`src/rtl/hangman_pkg.sv`:
```
// rtl/hangman_pkg.sv - shared hangman constants: round timer states, default limit, rate divider periods
package hangman_pkg;

    // Round timer state encoding
    typedef logic [1:0] state_t;
    localparam state_t ST_IDLE    = 2'd0;
    localparam state_t ST_RUNNING = 2'd1;
    localparam state_t ST_PAUSED  = 2'd2;
    localparam state_t ST_EXPIRED = 2'd3;

    // Round length used when the configured time_limit is 0
    localparam int DEFAULT_LIMIT_C = 32;

    // Rate divider: one second_tick per TICK_PERIOD clocks
    localparam int CLK_HZ      = 50_000_000;
    localparam int TICK_PERIOD = CLK_HZ;
    localparam int TICK_CNT_W  = $clog2(TICK_PERIOD);

endpackage

```
`src/rtl/bcd_split.sv`:
```
// rtl/bcd_split.sv - combinational split of a binary count into two BCD digits
// Ports:
//   value : binary input, 0..99 expected
//   tens  : BCD tens digit
//   units : BCD units digit
module bcd_split #(
    parameter int WIDTH = 6
) (
    input  logic [WIDTH-1:0] value,
    output logic [3:0]       tens,
    output logic [3:0]       units
);

    always_comb begin
        tens  = 4'(value / WIDTH'(10));
        units = 4'(value % WIDTH'(10));
    end

endmodule

```
`src/rtl/round_timer_ctrl.sv`:
```
// rtl/round_timer_ctrl.sv - per-round countdown timer with pause, expiry pulse and BCD display digits
// Ports:
//   clock, reset      : rising-edge clock, asynchronous active-high reset
//   second_tick       : one-cycle pulse per elapsed second
//   start             : load limit and (re)start the round
//   pause             : level, freezes the countdown
//   ack               : acknowledges expiry
//   time_limit        : round length in seconds (0 selects DEFAULT_LIMIT)
//   remaining         : seconds left
//   tens, units       : BCD digits of remaining
//   running, expired  : state decodes
//   timeout_pulse     : one-cycle pulse when the count reaches 0
module round_timer_ctrl
    import hangman_pkg::*;
#(
    parameter int WIDTH         = 6,
    parameter int DEFAULT_LIMIT = DEFAULT_LIMIT_C
) (
    input  logic             clock,
    input  logic             reset,
    input  logic             second_tick,
    input  logic             start,
    input  logic             pause,
    input  logic             ack,
    input  logic [WIDTH-1:0] time_limit,
    output logic [WIDTH-1:0] remaining,
    output logic [3:0]       tens,
    output logic [3:0]       units,
    output logic             running,
    output logic             expired,
    output logic             timeout_pulse
);

    localparam logic [WIDTH-1:0] LOAD_DEFAULT = WIDTH'(DEFAULT_LIMIT);
    localparam logic [WIDTH-1:0] ONE          = WIDTH'(1);

    state_t           state;
    state_t           state_n;
    logic [WIDTH-1:0] remaining_n;
    logic             pulse_n;
    logic [3:0]       tens_n;
    logic [3:0]       units_n;

    // start wins over everything, then pause, then second_tick
    always_comb begin
        state_n     = state;
        remaining_n = remaining;
        pulse_n     = 1'b0;
        if (start) begin
            state_n     = ST_RUNNING;
            remaining_n = (time_limit == '0) ? LOAD_DEFAULT : time_limit;
        end else begin
            case (state)
                ST_RUNNING: begin
                    if (pause) begin
                        state_n = ST_PAUSED;
                    end else if (second_tick) begin
                        if (remaining > ONE) begin
                            remaining_n = remaining - ONE;
                        end else begin
                            // last second (or a degenerate zero load) ends the round
                            remaining_n = '0;
                            state_n     = ST_EXPIRED;
                            pulse_n     = 1'b1;
                        end
                    end
                end
                ST_PAUSED: begin
                    // release cycle only resumes; a coincident tick is dropped
                    if (!pause) begin
                        state_n = ST_RUNNING;
                    end
                end
                ST_EXPIRED: begin
                    if (ack) begin
                        state_n     = ST_IDLE;
                        remaining_n = '0;
                    end
                end
                default: begin
                    state_n = state;
                end
            endcase
        end
    end

    // Digits are derived from the next count so they land on the same edge
    bcd_split #(
        .WIDTH (WIDTH)
    ) u_bcd_split (
        .value (remaining_n),
        .tens  (tens_n),
        .units (units_n)
    );

    always_ff @(posedge clock or posedge reset) begin
        if (reset) begin
            state         <= ST_IDLE;
            remaining     <= '0;
            tens          <= 4'd0;
            units         <= 4'd0;
            running       <= 1'b0;
            expired       <= 1'b0;
            timeout_pulse <= 1'b0;
        end else begin
            state         <= state_n;
            remaining     <= remaining_n;
            tens          <= tens_n;
            units         <= units_n;
            running       <= (state_n == ST_RUNNING);
            expired       <= (state_n == ST_EXPIRED);
            timeout_pulse <= pulse_n;
        end
    end

endmodule

```
`config.mk`:
```
export PLATFORM = sky130hd
export DESIGN_NAME = round_timer_ctrl
export DESIGN_NICKNAME = d
export VERILOG_FILES = /design/src/rtl/hangman_pkg.sv /design/src/rtl/bcd_split.sv /design/src/rtl/round_timer_ctrl.sv
export SDC_FILE = /design/constraint.sdc
export NUM_CORES = 1
export LEC_CHECK = 0
export CAP_MARGIN = 5
export CORE_MARGIN = 5
export CORE_UTILIZATION = 50
export CTS_BUF_LIST = sky130_fd_sc_hd__clkbuf_4 sky130_fd_sc_hd__clkbuf_8
export CTS_CLUSTER_DIAMETER = 60
export DETAILED_ROUTE_END_ITERATION = 6
export PLACE_DENSITY_LB_ADDON = 0.15
export SLEW_MARGIN = 20
export SYNTH_ARGS = -nofsm -noshare
export SYNTH_HDL_FRONTEND = slang
export SYNTH_SLANG_ARGS = --single-unit
```
`constraint.sdc`:
```
create_clock -name clock -period 4.41 [get_ports clock]
set_clock_uncertainty 0.15 [all_clocks]
set_input_delay 0.882 -clock clock [delete_from_list [all_inputs] [get_ports clock]]
set_output_delay 0.882 -clock clock [all_outputs]
set_load 0.05 [all_outputs]
```
==> results.sh <==
export IMPL_cap_viol_max_count=0
export IMPL_synth_top_area_frac=0.314
export IMPL_ctsResizeCount=0
export IMPL_yosysSeqAreaShare=0.314
export IMPL_portBuffers=27
export IMPL_root_buffer="clkbuf_4"
export IMPL_tightest_slew_ps=652
export IMPL_hp_class="flop to flop"
export IMPL_final_util=0.694
export IMPL_syn_area_mm2=0.00136
export IMPL_antenna_cells=0
export IMPL_setup_viol=0
export IMPL_die_y_um=62.1
export IMPL_fp_row_count=18
export IMPL_dp_hpwl_um=3020
export IMPL_outcome="complete, no violations"
export IMPL_fin_nets=210
export IMPL_arrival_ps=4220
export IMPL_seqCellArea_um2=425
export IMPL_path_max_fanout=4
export IMPL_path_class="input pin to flop"
export IMPL_timing_slew_headroom=0.565
export IMPL_coreArea_mm2=0.00254
export IMPL_cts_buffers=3
export IMPL_finalNonFillerCells=221
export IMPL_hold_ws_ps=543
export IMPL_fill_cells=222
export IMPL_reg2reg_from="units[0]"
export IMPL_hold_violations=0
export IMPL_synth_edf_count=0
export IMPL_vias=1356
export IMPL_powerDensity_mw_per_mm2=428
export IMPL_drt_total_wl_um=3790
export IMPL_die_w_um=62.1
export IMPL_layout_commonest_cell="clkdlybuf4s50_1"
export IMPL_postCtsSetupRepairBufs=0
export IMPL_gp_routability_congestion=0.891
export IMPL_synthFlopType="dfrtp_1"
export IMPL_drive_above_1_share=0.215
export IMPL_start_util=0.532
export IMPL_vias_per_cell=6.14
export IMPL_clk_pin_slew_ps=100
export IMPL_synth_cells=151
export IMPL_synthTopCellsByArea="dfrtp_1 31%, ha_1 5.5%, a21oi_1 3.3%"
export IMPL_grt_max_degree=18
export IMPL_grt_pass1_wl_um=6240
export IMPL_first_pass_iters=4
export IMPL_area_delta_synth_final_pct=30.4
export IMPL_grt_usage=0.220
export IMPL_ys_seq_elements=17
export IMPL_drt_iter0_markers=143
export IMPL_cts_hold_buf=0
export IMPL_cp_cell_sequence="clkdlybuf4s50_1 > or4b_4 > a2111o_1 > o211ai_4 > nor2_1 > a21oi_1 > ha_1 > nand3_1 > a31o_2 > a21oi_1 > nor2_1 > ha_1 > a221o_1"
export IMPL_cp_end_kind="flop"
export IMPL_cts_num_sinks=17
export IMPL_grt_pass1_vias=1345
export IMPL_synth_distinct_cells=63
export IMPL_multi_input_area_um2=831
export IMPL_gr_total_overflow=0
export IMPL_ir_worst_vdd_mv=0.376
export IMPL_worst_path_largest_cell_delay_ps=500
export IMPL_antenna_found_initial=0
export IMPL_start_kind="input pin"
export IMPL_ys_warn_count=0
export IMPL_ant_nets=0
export IMPL_drc=0
export IMPL_wl_per_cell_um=17.2
export IMPL_io_pins=29
export IMPL_cts_tree="built"
export IMPL_min_period_ps=4190
export IMPL_hp_start="remaining[3]"
export IMPL_clockBufferDepth=2
export IMPL_fmax_mhz=239
export IMPL_syn_nets=169
export IMPL_dp_cells=217
export IMPL_h_tree_depth=1
export IMPL_yosys_area_top_type="dfrtp_1"
export IMPL_maxSlewViolCount=0
export IMPL_die_area_mm2=0.00385
export IMPL_ys_async_sr_fraction=1.00
export IMPL_critPathLaunch="second_tick"
export IMPL_finalCritPeriodShare=0.951
export IMPL_clock_latency_ps=290
export IMPL_layout_common_cells="27 x clkdlybuf4s50_1, 17 x dfrtp_1, 16 x buf_4"
export IMPL_power_leakage_uw=0.000759
export IMPL_crit_slowest_cell="clkdlybuf4s50_1"
export IMPL_rsz0062_at_grt="no"
export IMPL_synth_avg_cell_area_um2=8.97
export IMPL_worst_ep_required_time_ps=4440
==> critical path: cells and delay by family <==
| family | cells | cell delay [ps] |
|---|---|---|
| compound gates | 6 | 1660 |
| fa+ha+maj | 2 | 410 |
| buf+inv | 1 | 500 |
| simple gates | 4 | 780 |
==> state kept, by name (all words and copies together), names as in the netlist <==
register,count
units,4
tens,3
remaining,5
running,1
state,2
timeout_pulse,1
expired,1
==> power breakdown <==
group | switching, uW | internal [uW] | leakage, uW
Combinational | 279 | 177 | 0.000536
Clock | 51.1 | 33.7 | 0.0000177
Sequential | 26.8 | 189 | 0.000206
Total | 357 | 400 | 0.000759
==> routing by layer <==
layer  wire length (um)  GRT usage  up-vias
li1                   -          -      640
met1               1490      0.263      652
met2               1980      0.395       54
met3                224     0.0186       10
met4                 97      0.103        0
met5                  0          0        -
==> cells by family after synthesis <==
kind of cell / synth area share
and+or+nand+nor: 0.258
AOI/OAI and AO/OA: 0.289
buffers and inverters: 0.0729
DFF: 0.314
adders and majority gates: 0.0554
muxes: 0.00831
other: 0.00277
==> synth_stat cells (2+ instances only) <==
cell       n
a21oi_1    9
a221oi_1   3
and2_1     4
and3_1     2
buf_2      2
buf_4      2
clkbuf_1   2
dfrtp_1   17
ha_1       6
inv_1     12
nand2_1    6
nand2b_1   4
nand3_1    5
nor2_1    11
nor3_1     6
nor3b_1    3
nor4_1     2
o21ai_0    9
or3b_2     2
==> per-stage QoR <==
step | total power [uW] | worst slack [ps] | setup TNS [ps] | instance area, um^2
5_1_grt | 799 | 42.6 | 0 | 1770
6_report | 757 | 217 | 0 | 1770
4_1_cts | 760 | 236 | 0 | 1770
3_3_place_gp | 657 | 51.2 | 0 | 1740
2_1_floorplan | 520 | 477 | 0 | 1360
3_5_place_dp | 673 | -51.9 | -51.9 | 1740
==> area by class of cell <==
| class | count | share of cell area |
|---|---|---|
| multi-input combinational | 113 | 0.470 |
| sequential | 17 | 0.241 |
| timing repair buffer | 43 | 0.221 |
| inverter | 14 | 0.0312 |
| tap | 30 | 0.0212 |
| clock buffer | 3 | 0.0127 |
| clock inverter | 1 | 0.00283 |
==> path summary, 6_finish.rpt <==
kind | endpoint | slack (ps) | depth (start not counted)
max | units[3] | 220 | 13
min | remaining[3] | 540 | 1
max reg2reg | units[3] | 610 | 14
min reg2reg | remaining[3] | 540 | 1
max in group asynchronous | units[2] | 2870 | 2
min in group asynchronous | remaining[1] | 830 | 2
Note: power is estimated with default switching activity, not from simulation.
